File: src/rtl/freq_div_ctrl.sv
// Fractional clock-enable generator: emits M enable pulses per N input cycles,
// with a shadowed retune that switches ratio only on a pulse boundary.
module freq_div_ctrl #(
  parameter int unsigned WIDTH = 8
) (
  input  logic             CLK_in,
  input  logic             RST,
  input  logic             EN,
  input  logic             CFG_valid,
  input  logic [WIDTH-1:0] CFG_div_in,
  input  logic [WIDTH-1:0] CFG_div_out,
  output logic             CFG_ready,
  output logic             CFG_err,
  output logic             CLK_en,
  output logic [WIDTH-1:0] CUR_div_in,
  output logic [WIDTH-1:0] CUR_div_out,
  output logic             STAT_pend
);

  typedef enum logic [1:0] {
    IDLE = 2'd0,
    RUN  = 2'd1,
    PEND = 2'd2
  } state_t;

  state_t           state;
  logic [WIDTH-1:0] acc;
  logic [WIDTH-1:0] shd_in;
  logic [WIDTH-1:0] shd_out;

  logic [WIDTH:0]   sum;
  logic             hit;
  logic             xfer;
  logic             legal;
  logic [WIDTH-1:0] acc_nxt;

  // One extra bit on the sum so acc + M never wraps before the compare.
  assign sum     = {1'b0, acc} + {1'b0, CUR_div_out};
  assign hit     = (sum >= {1'b0, CUR_div_in});
  assign acc_nxt = hit ? WIDTH'(sum - {1'b0, CUR_div_in}) : WIDTH'(sum);

  assign CFG_ready = (state != PEND);
  assign xfer      = CFG_valid && CFG_ready;
  assign legal     = (CFG_div_out != '0) && (CFG_div_in != '0) &&
                     (CFG_div_in >= CFG_div_out);

  always_ff @(posedge CLK_in) begin
    if (RST) begin
      state       <= IDLE;
      acc         <= '0;
      shd_in      <= '0;
      shd_out     <= '0;
      CUR_div_in  <= '0;
      CUR_div_out <= '0;
      CLK_en      <= 1'b0;
      CFG_err     <= 1'b0;
      STAT_pend   <= 1'b0;
    end else begin
      CFG_err <= xfer && !legal;
      case (state)
        IDLE: begin
          CLK_en <= 1'b0;
          if (xfer && legal) begin
            CUR_div_in  <= CFG_div_in;
            CUR_div_out <= CFG_div_out;
            acc         <= '0;
            state       <= RUN;
          end
        end

        RUN: begin
          if (EN) begin
            CLK_en <= hit;
            acc    <= acc_nxt;
          end else begin
            CLK_en <= 1'b0;
          end
          // Accepted retune waits in the shadow until the next pulse.
          if (xfer && legal) begin
            shd_in    <= CFG_div_in;
            shd_out   <= CFG_div_out;
            STAT_pend <= 1'b1;
            state     <= PEND;
          end
        end

        PEND: begin
          if (EN) begin
            CLK_en <= hit;
            if (hit) begin
              CUR_div_in  <= shd_in;
              CUR_div_out <= shd_out;
              acc         <= '0;
              STAT_pend   <= 1'b0;
              state       <= RUN;
            end else begin
              acc <= acc_nxt;
            end
          end else begin
            CLK_en <= 1'b0;
          end
        end

        default: begin
          CLK_en <= 1'b0;
          state  <= IDLE;
        end
      endcase
    end
  end

endmodule

File: config.mk
export PLATFORM = sky130hd
export DESIGN_NAME = freq_div_ctrl
export DESIGN_NICKNAME = d
export VERILOG_FILES = /design/src/rtl/freq_div_ctrl.sv
export SDC_FILE = /design/constraint.sdc
export NUM_CORES = 1
export LEC_CHECK = 0
export BUFFER_PORTS_ARGS = -buffer_cell sky130_fd_sc_hd__buf_2
export CORE_MARGIN = 2
export CORE_UTILIZATION = 58
export DETAILED_ROUTE_END_ITERATION = 6
export GPL_TIMING_DRIVEN = 0
export PLACE_DENSITY = 0.87
export SLEW_MARGIN = 20
export SYNTH_ARGS = -nofsm -noshare
export SYNTH_HDL_FRONTEND = slang
export SYNTH_SLANG_ARGS = --single-unit
export TNS_END_PERCENT = 100
File: constraint.sdc
create_clock -name CLK_in -period 3.8 [get_ports CLK_in]
set_input_delay 0.38 -clock CLK_in [delete_from_list [all_inputs] [get_ports CLK_in]]
set_output_delay 0.38 -clock CLK_in [all_outputs]
set_load 0.01 [all_outputs]
Yosys cells after proc, flatten, opt, wreduce, memory -nomap -nowiden
Cells that the tools add are included.
- register bits after elaboration: 45
- output and inout port bits: 20
- logic and storage cells: 65
- magnitude comparators: 2
- reduce and logical (&&, ||, !) cells: 19
- multiplexer cells: 23
- equal/unequal tests: 8
- bitwise logic cells: 2
- $add $sub $neg: 2
- operators by type and width (cell ; count):
    8-bit two-way mux ; 11
    8-bit one-hot mux with 2 select lines ; 2
    8-bit one-hot mux with 3 select lines ; 1
    4-bit AND reduction ; 4
    8-bit nonzero test ; 2
    2-bit inequality test, second input constant ; 6
    8-bit by 8-bit adder with 9-bit output ; 1
    9-bit by 8-bit >= comparator with 1-bit output ; 1
    8-bit >= comparator ; 1
    2-bit two-way mux ; 4
    8-bit subtractor ; 1
    2-bit one-hot mux with 3 select lines ; 1
    1-bit logical AND ; 5
    2-bit nonzero test ; 2
    1-bit two-way mux ; 3
    3-bit nonzero test ; 1
    3-bit OR reduction ; 1
    2-bit by 1-bit equality test with 1-bit output, second input constant ; 1
    2-bit equality test, second input constant ; 1
    2-bit logical NOT ; 1
    1-bit inverter ; 2
    1-bit one-hot mux with 2 select lines ; 1
    2-bit AND reduction ; 1
    2-bit OR reduction ; 1
    1-bit logical NOT ; 1

Logic depth before layout (Yosys ltp)
Gate-level depths: netlist of run 1.
- depth after elaboration: 6
- mapped depth: 17

Least setup slack after synthesis of run 1
No wires, ideal clock.
- kind: flip-flop to flip-flop
- from: register CUR_div_out[1]
- to: register CUR_div_in[4]
- period minus slack after synthesis: 3595 ps
- arrival: 3515 ps
- cell stages (with the launch flop): 18
- path slack: 205 ps
- required time: 3721 ps
- cells stage by stage: dfxtp_1 > ha_1 > a21o_1 > nand2_1 > a21oi_1 > or4_1 > a21o_1 > and2_1 > ha_1 > nand4_1 > o21ai_2 > or2_1 > o22a_1 > o2111a_2 > or2_1 > buf_6 > buf_12 > a211oi_2
- word-level cells in the longest chain between the ends: 4
- ends and longest elaborated chain (element ; line ; source):
    start: declaration ; 16 ; output logic [WIDTH-1:0] CUR_div_out,
    start signal: assignment ; 65 ; CUR_div_out <= CFG_div_out;
    start signal: assignment ; 92 ; CUR_div_out <= shd_out;
    8-bit by 8-bit adder with 9-bit output ; 38 ; assign sum = {1'b0, acc} + {1'b0, CUR_div_out};
    9-bit by 8-bit >= comparator with 1-bit output ; 39 ; assign hit = (sum >= {1'b0, CUR_div_in});
    2-bit inequality test (no line) ; n/a ;
    4-bit AND reduction (no line) ; n/a ;
    end signal: assignment ; 64 ; CUR_div_in <= CFG_div_in;
    end signal: assignment ; 91 ; CUR_div_in <= shd_in;
    end: declaration ; 15 ; output logic [WIDTH-1:0] CUR_div_in,
Every way passes these cells.
A chain may end at the register's enable or synchronous reset.

Worst setup path after layout of run 1
- from: register CUR_div_out[2]
- to: register CUR_div_in[2]
Same word-level chain as after synthesis.

==> impl_metrics.xml, run 1 <==
<?xml version="1.0" encoding="UTF-8"?>
<metrics>
  <group name="worst_hold_path">
    <metric name="min_delay_path_depth" unit="">2</metric>
    <metric name="hold_worst_path_end" unit="">CFG_err</metric>
    <metric name="hold_path.startpoint" unit="">CFG_valid</metric>
    <metric name="timing.hold.worst.class" unit="">primary input to register</metric>
  </group>
  <group name="synth">
    <metric name="synthDistinctLibCells" unit="">53</metric>
    <metric name="netlist.area_leader.share" unit="">0.300</metric>
    <metric name="synthArstFlopShare" unit="">0</metric>
    <metric name="yosysMostFrequentCell" unit="">dfxtp_1</metric>
    <metric name="synth_enable_flop_cells" unit="">0</metric>
    <metric name="synthTopCellsByCount" unit="">dfxtp_1, mux2i_1, nor2_1</metric>
    <metric name="mappedNetlistNets" unit="">375</metric>
    <metric name="netlist_instances" unit="">325</metric>
    <metric name="synthesis.area_per_instance" unit="µm²">9.24</metric>
    <metric name="synthTopCellsByArea" unit="">dfxtp_1, ha_1, mux2i_1</metric>
    <metric name="number_of_register_bits_inferred_by_synthesis" unit="">45</metric>
    <metric name="yosys_most_used_dff" unit="">dfxtp_1</metric>
    <metric name="yosysSeqAreaShare" unit="">0.300</metric>
    <metric name="synth.cell_area" unit="µm²">3000</metric>
    <metric name="synth_top_area_cell" unit="">dfxtp_1</metric>
    <metric name="ys.warnings.count" unit="">0</metric>
  </group>
  <group name="layout">
    <metric name="layout.filler_cells" unit="">385</metric>
    <metric name="num_antenna_cells" unit="">0</metric>
    <metric name="final_nets" unit="">426</metric>
    <metric name="final_cells" unit="">446</metric>
    <metric name="layout-drive-gt1-share" unit="">0.239</metric>
    <metric name="synthToLayoutAreaGrowth" unit="%">16.5</metric>
  </group>
  <group name="power">
    <metric name="power_share_of_the_combinational_group" unit="">0.306</metric>
    <metric name="pwr_density_cell" unit="nW/µm²">361</metric>
    <metric name="p_int" unit="µW">856</metric>
    <metric name="swShare" unit="">0.324</metric>
    <metric name="clockPowerShare" unit="">0.284</metric>
    <metric name="switchingPower" unit="µW">409</metric>
    <metric name="ir_drop" unit="mV">0.181</metric>
    <metric name="part_of_the_total_power_dissipated_in_sequential_elements" unit="">0.410</metric>
    <metric name="total_leakage_power" unit="µW">0.00146</metric>
  </group>
  <group name="cts">
    <metric name="cts.sinks" unit="">45</metric>
    <metric name="clk-insertion-delay-late" unit="ns">0.30</metric>
    <metric name="clock_pin_slew_worst_setup_and_hold_paths" unit="ns">0.09</metric>
    <metric name="cts_root_buffer" unit="">clkbuf_8</metric>
    <metric name="clock_tree_from_tritoncts" unit="">built</metric>
    <metric name="max-clock-path-buffers" unit="">2</metric>
    <metric name="number_of_buffers_added_by_the_clock_tree_synthesis_step" unit="">5</metric>
    <metric name="htree_num_levels" unit="">2</metric>
    <metric name="cts_hold_buf" unit="">0</metric>
  </group>
  <group name="floorplan">
    <metric name="coreArea" unit="µm²">5040</metric>
    <metric name="dieWidth" unit="µm">76.0</metric>
    <metric name="fp.dieH" unit="µm">76.0</metric>
    <metric name="ioPinCount" unit="">40</metric>
    <metric name="initial_core_util" unit="">0.596</metric>
    <metric name="dieArea" unit="µm²">5770</metric>
    <metric name="num_rows" unit="">26</metric>
  </group>
  <group name="route">
    <metric name="drc" unit="">0</metric>
    <metric name="routed-via-count" unit="">2636</metric>
    <metric name="routed.top_layer" unit="">met4</metric>
    <metric name="met2WireLength" unit="mm">3.70</metric>
    <metric name="final_antenna_net_count" unit="">0</metric>
    <metric name="wl_met3" unit="µm">428</metric>
    <metric name="drt-initial-drc-count" unit="">151</metric>
    <metric name="via_density_per_instance" unit="">5.91</metric>
    <metric name="wl_met1" unit="mm">3.04</metric>
    <metric name="drt-wirelength-per-cell" unit="µm">16.3</metric>
    <metric name="drt_wl_total" unit="mm">7.27</metric>
    <metric name="drt-pass1-iter-count" unit="">6</metric>
  </group>
  <group name="worst_setup_path">
    <metric name="critical_path.startpoint" unit="">CUR_div_out[2]</metric>
    <metric name="timing.critical_path.arrival" unit="ns">3.97</metric>
    <metric name="r2r-end" unit="">CUR_div_in[2]</metric>
    <metric name="worstRegToRegCells" unit="">16</metric>
    <metric name="startpoint_types" unit="">register</metric>
    <metric name="setup.reg_to_reg.worst_slack" unit="ns">0.06</metric>
    <metric name="cp_data_required_time" unit="ns">4.03</metric>
    <metric name="crit_path_end_kind" unit="">register</metric>
    <metric name="worstPathMaxFanout" unit="">10</metric>
    <metric name="path_class" unit="">register to register</metric>
    <metric name="worstReg2RegStart" unit="">CUR_div_out[2]</metric>
  </group>
  <group name="timing">
    <metric name="setup_total_negative_slack" unit="ns">0</metric>
    <metric name="slew_headroom" unit="">0.432</metric>
    <metric name="finalWorstPathRequiredPeriod" unit="ns">3.74</metric>
    <metric name="achievable-frequency" unit="MHz">267</metric>
    <metric name="fin_crit_sh" unit="">0.984</metric>
    <metric name="timing.final.hold_violations" unit="">0</metric>
    <metric name="timing.clock.skew" unit="ns">0.00659</metric>
    <metric name="setup-violations-final" unit="">0</metric>
    <metric name="worstMarginPinSlew" unit="ns">0.845</metric>
    <metric name="report.final.slew_viol_count" unit="">0</metric>
  </group>
  <group name="flow_run">
    <metric name="timing.max_cap.violations" unit="">0</metric>
  </group>
  <group name="placed_design">
    <metric name="port_buffers" unit="">39</metric>
    <metric name="post-dp-hpwl" unit="mm">5.41</metric>
    <metric name="place.detailed.instances" unit="">434</metric>
    <metric name="globalplace.congestion" unit="">0.880</metric>
  </group>
  <group name="grt">
    <metric name="grt.total_usage" unit="">0.251</metric>
    <metric name="globalRoute.totalOverflow" unit="">0</metric>
    <metric name="grt_antenna_before_repair" unit="">0</metric>
    <metric name="largest_net_degree_at_the_start_of_global_routing" unit="">14</metric>
    <metric name="via_count_of_the_first_global_routing_pass" unit="">2553</metric>
    <metric name="grt_first_pass_wirelength" unit="mm">11.8</metric>
  </group>
  <group name="run_status">
    <metric name="outcome" unit="">finished clean</metric>
  </group>
</metrics>
==> power by group through the flow <==
| stage | clock [µW] | sequential (µW) | combinational [µW] |
|---|---|---|---|
| 6_report | 359 | 518 | 387 |
| 5_1_grt | 375 | 521 | 427 |
| 4_1_cts | 360 | 517 | 374 |
| 3_5_place_dp | 0 | 527 | 368 |
| 3_3_place_gp | 0 | 525 | 356 |
| 2_1_floorplan | 0 | 530 | 265 |
==> worst max path at each step <==
stage	to	slack (ns)	cells past startpoint
floorplan	CUR_div_in[4]	0.21	17
global placement	CUR_div_out[1]	-0.05	17
detailed placement	CUR_div_in[1]	-0.12	16
CTS	CUR_div_in[1]	0.01	17
global route	CUR_div_in[2]	-0.03	16
finish	CUR_div_in[2]	0.06	16
==> logic make-up (layout without fill, tap and decap cells) <==
logic type / Yosys count / after routing / share of synthesized area
and+or+nand+nor: 98 / 98 / 0.170
AOI/OAI and AO/OA: 71 / 71 / 0.185
DFF: 45 / 45 / 0.300
buffers and inverters: 40 / 91 / 0.0808
muxes: 33 / 33 / 0.110
adders and majority gates: 30 / 30 / 0.130
xor gates and xnor gates: 8 / 8 / 0.0233
==> sequential cells by signal, indices dropped and copies added, names as in the netlist <==
signal / count
shd_in: 8
CFG_err: 1
CUR_div_in: 8
acc: 8
CLK_en: 1
shd_out: 8
STAT_pend: 1
state: 2
CUR_div_out: 8
==> per-layer routing <==
metal,up-vias,track usage
met3,12,0.0438
met4,0,0.0836
li1,1286,-
met1,1246,0.297
met2,92,0.461
met5,-,0
==> final cells by class <==
class / count / area [µm²] / area share
multi-input combinational: 240 / 1930 / 0.550
buffer: 12 / 138 / 0.0393
clock inverter: 2 / 35.0 / 0.0100
sequential: 45 / 907 / 0.259
tap: 70 / 87.6 / 0.0250
inverter: 28 / 105 / 0.0300
clock buffer: 5 / 68.8 / 0.0197
timing repair buffer: 44 / 233 / 0.0665
==> worst max-delay path, cell delays in order, from the launching register on <==
cell      delay (ns)
dfxtp_1         0.36
ha_1            0.24
nor2_1          0.27
a21oi_2         0.12
or4_4           0.44
a21o_1          0.19
and2_4          0.16
ha_4            0.22
nand4_1         0.11
o21ai_2         0.09
or2_1           0.23
o22a_1          0.19
o2111a_2        0.28
or2_1           0.26
buf_6           0.15
buf_12          0.14
a211oi_2        0.20
==> metrics by stage <==
step | power [µW] | area [µm²] | hold slack, ns | setup WS (ns) | util
after detailed placement | 895 | 3290 | 0.452 | -0.117 | 0.652
after global routing | 1320 | 3500 | 0.355 | -0.0295 | 0.694
final | 1260 | 3500 | 0.357 | 0.0600 | 0.694
after floorplan | 795 | 3000 | 0.424 | 0.205 | -
after CTS | 1250 | 3430 | 0.358 | 0.0149 | 0.680
after global placement | 882 | 3290 | 0.440 | -0.0506 | 0.652
==> what timing repair did <==
| action | CTS | global route |
|---|---|---|
| pin swaps | 2 | 6 |
| resized for setup | 3 | 10 |
| endpoints found under the setup margin | 14 | 24 |
| buffers inserted | 3 | 2 |
| cloned | 0 | 0 |
==> cell usage in the layout, fill, tap and decap left out, types with 6 or more instances in the layout <==
cell type	n
o21ai_0	11
a21oi_1	12
a211oi_1	9
nor3_1	18
dfxtp_1	42
nor2_1	32
a211oi_2	11
a221o_1	6
mux2i_1	32
buf_2	40
inv_1	28
nand2_1	10
ha_1	25
xnor2_1	6
clkbuf_8	9
Note: power is estimated with default switching activity, not from simulation.
==> run 2: changes to the inputs <==
Settings changed: BUFFER_PORTS_ARGS -buffer_cell sky130_fd_sc_hd__buf_2 to unset, CORE_UTILIZATION 58 to 50, DONT_BUFFER_PORTS set to 1, PLACE_DENSITY 0.87 to 0.72.
==> impl_metrics.xml, run 2 (synthesized netlist as in run 1, its figures left out) <==
<?xml version="1.0" encoding="UTF-8"?>
<metrics>
  <group name="worst_setup_path">
    <metric name="cp_data_required_time" unit="ns">4.01</metric>
    <metric name="crit_path_end_kind" unit="">register</metric>
    <metric name="path_class" unit="">register to register</metric>
    <metric name="slowest_cp_cell" unit="">or4_4</metric>
    <metric name="worstRegToRegCells" unit="">16</metric>
    <metric name="startpoint_types" unit="">register</metric>
    <metric name="max_stage_delay_on_crit_path" unit="ns">0.43</metric>
    <metric name="setup.reg_to_reg.worst_slack" unit="ns">0.16</metric>
    <metric name="crit_path_frequent_cell" unit="">or2_1</metric>
    <metric name="r2r-end" unit="">CUR_div_out[0]</metric>
    <metric name="timing.critical_path.arrival" unit="ns">3.85</metric>
    <metric name="worstPathMaxFanout" unit="">10</metric>
    <metric name="worst-path-buf-inv" unit="">2</metric>
    <metric name="worstReg2RegStart" unit="">CUR_div_out[3]</metric>
    <metric name="worstPathCellList" unit="">ha_2 -&gt; o21ai_4 -&gt; a21oi_2 -&gt; or4_4 -&gt; a21o_1 -&gt; and2_4 -&gt; ha_4 -&gt; nand4_1 -&gt; o21ai_2 -&gt; or2_1 -&gt; o22a_1 -&gt; o2111a_2 -&gt; or2_1 -&gt; buf_6 -&gt; buf_12 -&gt; a211oi_2</metric>
    <metric name="path_delay_family" unit="">compound AO/OA/AOI/OAI gates</metric>
  </group>
  <group name="floorplan">
    <metric name="dieArea" unit="µm²">6640</metric>
    <metric name="fp.dieH" unit="µm">81.5</metric>
    <metric name="initial_core_util" unit="">0.513</metric>
    <metric name="dieWidth" unit="µm">81.5</metric>
    <metric name="coreArea" unit="µm²">5850</metric>
    <metric name="ioPinCount" unit="">40</metric>
    <metric name="num_rows" unit="">28</metric>
  </group>
  <group name="route">
    <metric name="drt-initial-drc-count" unit="">83</metric>
    <metric name="drt-wirelength-per-cell" unit="µm">16.6</metric>
    <metric name="drc" unit="">0</metric>
    <metric name="via_density_per_instance" unit="">5.88</metric>
    <metric name="drt_wl_total" unit="mm">6.90</metric>
    <metric name="routed-via-count" unit="">2441</metric>
    <metric name="drt-pass1-iter-count" unit="">4</metric>
    <metric name="final_antenna_net_count" unit="">0</metric>
  </group>
  <group name="worst_hold_path">
    <metric name="min_delay_path_depth" unit="">2</metric>
    <metric name="hold_worst_path_end" unit="">shd_out[7]</metric>
    <metric name="timing.hold.worst.class" unit="">primary input to register</metric>
    <metric name="hold_path.startpoint" unit="">CFG_div_out[7]</metric>
  </group>
  <group name="power">
    <metric name="ir_drop" unit="mV">0.198</metric>
    <metric name="clockPowerShare" unit="">0.302</metric>
    <metric name="switchingPower" unit="µW">385</metric>
    <metric name="pwr_density_cell" unit="nW/µm²">374</metric>
    <metric name="total_leakage_power" unit="µW">0.00130</metric>
    <metric name="p_int" unit="µW">866</metric>
    <metric name="power_share_of_the_combinational_group" unit="">0.275</metric>
    <metric name="part_of_the_total_power_dissipated_in_sequential_elements" unit="">0.423</metric>
    <metric name="swShare" unit="">0.308</metric>
  </group>
  <group name="layout">
    <metric name="layout.cells.most_common_list" unit="">dfxtp_1, mux2i_1, nor2_1</metric>
    <metric name="synthToLayoutAreaGrowth" unit="%">11.4</metric>
    <metric name="final_nets" unit="">389</metric>
    <metric name="utilization" unit="">0.572</metric>
    <metric name="final_cells" unit="">415</metric>
    <metric name="num_antenna_cells" unit="">0</metric>
    <metric name="layout_commonest_cell" unit="">dfxtp_1</metric>
    <metric name="layout-drive-gt1-share" unit="">0.165</metric>
    <metric name="layout.cell_area.non_filler" unit="µm²">3350</metric>
  </group>
  <group name="flow_run">
    <metric name="timing.max_cap.violations" unit="">0</metric>
  </group>
  <group name="timing">
    <metric name="worstMarginPinSlew" unit="ns">0.835</metric>
    <metric name="achievable-frequency" unit="MHz">275</metric>
    <metric name="slew_headroom" unit="">0.439</metric>
    <metric name="finalWorstPathRequiredPeriod" unit="ns">3.64</metric>
    <metric name="report.final.slew_viol_count" unit="">0</metric>
    <metric name="timing.final.hold_violations" unit="">0</metric>
    <metric name="setup-violations-final" unit="">0</metric>
    <metric name="timing.clock.skew" unit="ns">0.00778</metric>
    <metric name="fin_crit_sh" unit="">0.958</metric>
  </group>
  <group name="cts">
    <metric name="number_of_buffers_added_by_the_clock_tree_synthesis_step" unit="">5</metric>
    <metric name="htree_num_levels" unit="">2</metric>
    <metric name="cts_hold_buf" unit="">0</metric>
    <metric name="clock_pin_slew_worst_setup_and_hold_paths" unit="ns">0.09</metric>
    <metric name="cts_root_buffer" unit="">clkbuf_8</metric>
    <metric name="clk-insertion-delay-late" unit="ns">0.30</metric>
    <metric name="cts.sinks" unit="">45</metric>
    <metric name="max-clock-path-buffers" unit="">2</metric>
    <metric name="clock_tree_from_tritoncts" unit="">built</metric>
  </group>
  <group name="grt">
    <metric name="grt_first_pass_wirelength" unit="mm">11.6</metric>
    <metric name="globalRoute.totalOverflow" unit="">0</metric>
    <metric name="grt_antenna_before_repair" unit="">0</metric>
    <metric name="via_count_of_the_first_global_routing_pass" unit="">2445</metric>
    <metric name="grt.total_usage" unit="">0.228</metric>
    <metric name="largest_net_degree_at_the_start_of_global_routing" unit="">14</metric>
  </group>
  <group name="placed_design">
    <metric name="post-dp-hpwl" unit="mm">5.36</metric>
    <metric name="globalplace.congestion" unit="">0.835</metric>
    <metric name="place_area" unit="µm²">3100</metric>
    <metric name="place.detailed.instances" unit="">400</metric>
    <metric name="port_buffers" unit="">0</metric>
  </group>
  <group name="run_status">
    <metric name="outcome" unit="">finished clean</metric>
  </group>
</metrics>
[run 2: cell count changes in the layout (fill, tap and decap cells not counted), moves of 2 or more]
cell,delta
dfxtp_4,+2
buf_2,-39
ha_2,+2
buf_4,+2
[run 2: area by class of cell]
type / instances / area, µm²
repair buffers: 7 / 52.6
plain buffers: 12 / 138
flip-flops and latches: 45 / 913
fillers: 548 / 2500
inverters: 28 / 105
clock buffers: 7 / 86.3
clock inverters: 1 / 30.0
well taps: 75 / 93.8
multi-input cells: 240 / 1930
[run 2: how the worst max path moves through the flow]
stage	startpoint	end	slack, ns	depth (start not counted)
5_1_grt	CUR_div_out[3]	CUR_div_out[0]	-0.008	16
4_1_cts	CUR_div_out[1]	CUR_div_in[6]	0.005	17
6_report	CUR_div_out[3]	CUR_div_out[0]	0.16	16
3_5_place_dp	CUR_div_out[1]	CUR_div_in[0]	-0.18	17
3_3_place_gp	CUR_div_out[1]	CUR_div_in[5]	-0.16	17
2_1_floorplan	CUR_div_out[1]	CUR_div_in[4]	0.21	17
[run 2: worst register-to-register path, stage by stage (launching register included)]
cell	delay [ns]
dfxtp_4	0.39
ha_2	0.32
o21ai_4	0.20
a21oi_2	0.06
or4_4	0.43
a21o_1	0.18
and2_4	0.16
ha_4	0.22
nand4_1	0.12
o21ai_2	0.08
or2_1	0.22
o22a_1	0.19
o2111a_2	0.27
or2_1	0.23
buf_6	0.14
buf_12	0.14
a211oi_2	0.21
[run 2: timing repair]
item / CTS / global route
pin swaps: 2 / 7
setup buffers: 2 / 5
hold endpoints to repair: 0 / 0
setup endpoints to repair: 22 / 27
gates resized for setup: 3 / 16
[run 2: routing by layer]
metal	vias to the layer above	share of wire	GRT usage
li1	1214	-	-
met1	1160	0.44	0.277
met2	57	0.49	0.396
met3	10	0.059	0.0582
met4	0	0.015	0.0627
met5	-	0	0
[run 2: stage by stage]
| stage | setup TNS [ns] | setup WS [ns] | power, µW | hold WS [ns] |
|---|---|---|---|---|
| 3_5_place_dp | -2.03 | -0.177 | 862 | 0.445 |
| 6_report | 0 | 0.159 | 1250 | 0.235 |
| 4_1_cts | 0 | 0.00542 | 1240 | 0.229 |
| 2_1_floorplan | 0 | 0.205 | 795 | 0.424 |
| 3_3_place_gp | -1.82 | -0.162 | 854 | 0.443 |
| 5_1_grt | -0.00838 | -0.00838 | 1330 | 0.221 |
[run 2: power groups by stage]
stage,Combinational [µW],Clock (µW),Sequential [µW]
6_report,344,378,529
5_1_grt,389,407,534
4_1_cts,324,386,529
3_5_place_dp,322,0,540
3_3_place_gp,314,0,539
2_1_floorplan,265,0,530
==> run 3: changes to the inputs <==
Settings changed: CORE_UTILIZATION 50 to 55, PLACE_DENSITY 0.72 to 0.77.
Clock period 3.8 ns to 4.7 ns, I/O delays scaled along.
==> impl_metrics.xml, run 3 (synthesized netlist as in run 1, its figures left out) <==
<?xml version="1.0" encoding="UTF-8"?>
<metrics>
  <group name="run_status">
    <metric name="outcome" unit="">finished clean</metric>
  </group>
  <group name="timing">
    <metric name="achievable-frequency" unit="MHz">251</metric>
    <metric name="worstMarginPinSlew" unit="ns">0.807</metric>
    <metric name="report.final.slew_viol_count" unit="">0</metric>
    <metric name="setup-violations-final" unit="">0</metric>
    <metric name="final.hold.worst_slack" unit="ns">0.315</metric>
    <metric name="fin_crit_sh" unit="">0.849</metric>
    <metric name="timing.final.hold_violations" unit="">0</metric>
    <metric name="rsz_0062_raised_after_global_routing" unit="">false</metric>
    <metric name="finalWorstPathRequiredPeriod" unit="ns">3.99</metric>
    <metric name="slew_headroom" unit="">0.458</metric>
    <metric name="setup_total_negative_slack" unit="ns">0</metric>
    <metric name="timing.clock.skew" unit="ns">0.00988</metric>
  </group>
  <group name="layout">
    <metric name="layout_commonest_cell" unit="">dfxtp_1</metric>
    <metric name="final_nets" unit="">382</metric>
    <metric name="final_cells" unit="">403</metric>
    <metric name="num_antenna_cells" unit="">0</metric>
    <metric name="layout.cell_area.non_filler" unit="µm²">3180</metric>
    <metric name="layout-drive-gt1-share" unit="">0.102</metric>
    <metric name="layout.cells.most_common_list" unit="">dfxtp_1, nor2_1, mux2i_1</metric>
    <metric name="synthToLayoutAreaGrowth" unit="%">5.71</metric>
  </group>
  <group name="cts">
    <metric name="max-clock-path-buffers" unit="">2</metric>
    <metric name="clock_tree_from_tritoncts" unit="">built</metric>
    <metric name="htree_num_levels" unit="">2</metric>
    <metric name="clock_pin_slew_worst_setup_and_hold_paths" unit="ns">0.09</metric>
    <metric name="number_of_buffers_added_by_the_clock_tree_synthesis_step" unit="">5</metric>
    <metric name="cts_root_buffer" unit="">clkbuf_8</metric>
    <metric name="cts.sinks" unit="">45</metric>
    <metric name="clk-insertion-delay-late" unit="ns">0.31</metric>
    <metric name="post-cts-setup-buffers" unit="">0</metric>
    <metric name="cts_hold_buf" unit="">0</metric>
    <metric name="total_of_cells_resized_after_clock_tree_synthesis" unit="">0</metric>
  </group>
  <group name="grt">
    <metric name="grt_antenna_before_repair" unit="">0</metric>
    <metric name="globalRoute.totalOverflow" unit="">0</metric>
    <metric name="gr-max-usage-layer" unit="">met2</metric>
    <metric name="grt.total_usage" unit="">0.229</metric>
    <metric name="largest_net_degree_at_the_start_of_global_routing" unit="">14</metric>
    <metric name="via_count_of_the_first_global_routing_pass" unit="">2286</metric>
    <metric name="globalRouteMet1Util" unit="">0.289</metric>
    <metric name="groute.layer.met3.usage" unit="">0.0547</metric>
    <metric name="global_route.usage.met2" unit="">0.385</metric>
    <metric name="grt_first_pass_wirelength" unit="mm">11.0</metric>
  </group>
  <group name="placed_design">
    <metric name="globalplace.congestion" unit="">0.809</metric>
    <metric name="port_buffers" unit="">0</metric>
    <metric name="post-dp-hpwl" unit="mm">5.21</metric>
    <metric name="place.detailed.instances" unit="">395</metric>
    <metric name="place_area" unit="µm²">3090</metric>
  </group>
  <group name="worst_setup_path">
    <metric name="worst-path-buf-inv" unit="">2</metric>
    <metric name="path_class" unit="">register to register</metric>
    <metric name="worstPathCellList" unit="">ha_1 -&gt; a21o_1 -&gt; nand2_1 -&gt; a21oi_1 -&gt; or4_1 -&gt; a21o_1 -&gt; and2_1 -&gt; ha_1 -&gt; nand4_1 -&gt; o21ai_2 -&gt; or2_1 -&gt; o22a_1 -&gt; o2111a_2 -&gt; or2_1 -&gt; buf_6 -&gt; buf_12 -&gt; a211oi_2</metric>
    <metric name="cp_data_required_time" unit="ns">4.93</metric>
    <metric name="worstPathMaxFanout" unit="">10</metric>
    <metric name="worstRegToRegCells" unit="">17</metric>
    <metric name="timing.critical_path.arrival" unit="ns">4.22</metric>
    <metric name="slowest_cp_cell" unit="">dfxtp_1</metric>
    <metric name="max_stage_delay_on_crit_path" unit="ns">0.47</metric>
    <metric name="crit_path_end_kind" unit="">register</metric>
    <metric name="path_delay_family" unit="">simple AND/OR/NAND/NOR gates</metric>
    <metric name="setup.reg_to_reg.worst_slack" unit="ns">0.71</metric>
    <metric name="startpoint_types" unit="">register</metric>
    <metric name="r2r-end" unit="">CUR_div_out[0]</metric>
    <metric name="worstReg2RegStart" unit="">CUR_div_out[1]</metric>
  </group>
  <group name="power">
    <metric name="power_share_of_the_combinational_group" unit="">0.283</metric>
    <metric name="ir_drop" unit="mV">0.226</metric>
    <metric name="pwr_density_cell" unit="nW/µm²">293</metric>
    <metric name="clockPowerShare" unit="">0.257</metric>
    <metric name="swShare" unit="">0.332</metric>
    <metric name="part_of_the_total_power_dissipated_in_sequential_elements" unit="">0.459</metric>
    <metric name="switchingPower" unit="µW">309</metric>
    <metric name="total_power" unit="µW">929</metric>
    <metric name="p_int" unit="µW">620</metric>
    <metric name="total_leakage_power" unit="µW">0.00124</metric>
  </group>
  <group name="route">
    <metric name="drc" unit="">0</metric>
    <metric name="drt-initial-drc-count" unit="">66</metric>
    <metric name="drt_wl_total" unit="mm">6.62</metric>
    <metric name="via_density_per_instance" unit="">5.90</metric>
    <metric name="routed-via-count" unit="">2376</metric>
    <metric name="drt-wirelength-per-cell" unit="µm">16.4</metric>
    <metric name="final_antenna_net_count" unit="">0</metric>
    <metric name="drt-pass1-iter-count" unit="">4</metric>
  </group>
  <group name="worst_hold_path">
    <metric name="hold_worst_path_end" unit="">shd_out[0]</metric>
    <metric name="timing.hold.worst.class" unit="">primary input to register</metric>
    <metric name="min_delay_path_depth" unit="">2</metric>
    <metric name="hold_path.startpoint" unit="">CFG_div_out[0]</metric>
  </group>
  <group name="floorplan">
    <metric name="num_rows" unit="">26</metric>
    <metric name="initial_core_util" unit="">0.577</metric>
    <metric name="coreArea" unit="µm²">5200</metric>
    <metric name="ioPinCount" unit="">40</metric>
    <metric name="fp.dieH" unit="µm">77.9</metric>
    <metric name="dieWidth" unit="µm">77.9</metric>
    <metric name="dieArea" unit="µm²">6070</metric>
  </group>
  <group name="flow_run">
    <metric name="timing.max_cap.violations" unit="">0</metric>
  </group>
</metrics>
[run 3: cell types whose count changed in the layout (fill, tap and decap cells not counted), sizes merged]
| cell | before | now |
|---|---|---|
| clkinvlp | 0 | 1 |
| buf | 12 | 5 |
| bufinv | 1 | 0 |
[run 3: worst max path at each step]
stage | slack [ns] | start | cells past startpoint | endpoint
finish | 0.71 | CUR_div_out[1] | 17 | CUR_div_out[0]
global placement | 0.74 | CUR_div_out[1] | 17 | CUR_div_out[0]
detailed placement | 0.73 | CUR_div_out[3] | 16 | CUR_div_in[0]
global route | 0.51 | CUR_div_out[1] | 17 | CUR_div_in[6]
floorplan | 1.11 | CUR_div_out[1] | 17 | CUR_div_in[4]
CTS | 0.70 | CUR_div_out[3] | 16 | CUR_div_in[0]
[run 3: routing by layer]
layer,wire (µm),vias up
met5,0,-
met4,78,0
met3,279,7
met2,3160,40
met1,3110,1133
li1,-,1196
[run 3: power by group through the flow]
stage	registers [µW]	logic [µW]	clock network, µW
after floorplan	428	215	0
after global placement	436	254	0
after detailed placement	436	260	0
after CTS	427	262	241
after global routing	429	291	257
final	427	263	239
[run 3: cell type report]
| class | count | area (µm²) |
|---|---|---|
| inverter | 28 | 105 |
| fill | 442 | 2030 |
| buffer | 12 | 138 |
| sequential | 45 | 901 |
| tap | 70 | 87.6 |
| clock inverter | 1 | 7.51 |
| clock buffer | 7 | 76.3 |
| multi-input combinational | 240 | 1860 |
[run 3: worst reg2reg max path, stage by stage, from the launching register on]
cell and delay (ns):
dfxtp_1 0.47, ha_1 0.28, a21o_1 0.18, nand2_1 0.07
a21oi_1 0.08, or4_1 0.46, a21o_1 0.19, and2_1 0.16
ha_1 0.31, nand4_1 0.14, o21ai_2 0.10, or2_1 0.23
o22a_1 0.21, o2111a_2 0.34, or2_1 0.25, buf_6 0.14
buf_12 0.14, a211oi_2 0.18
[run 3: through the flow]
stage                     setup slack [ns]   util
after CTS                            0.702  0.610
after global placement               0.739  0.594
final                                0.710  0.610
after detailed placement             0.732  0.594
after floorplan                       1.11      -
after global routing                 0.514  0.610
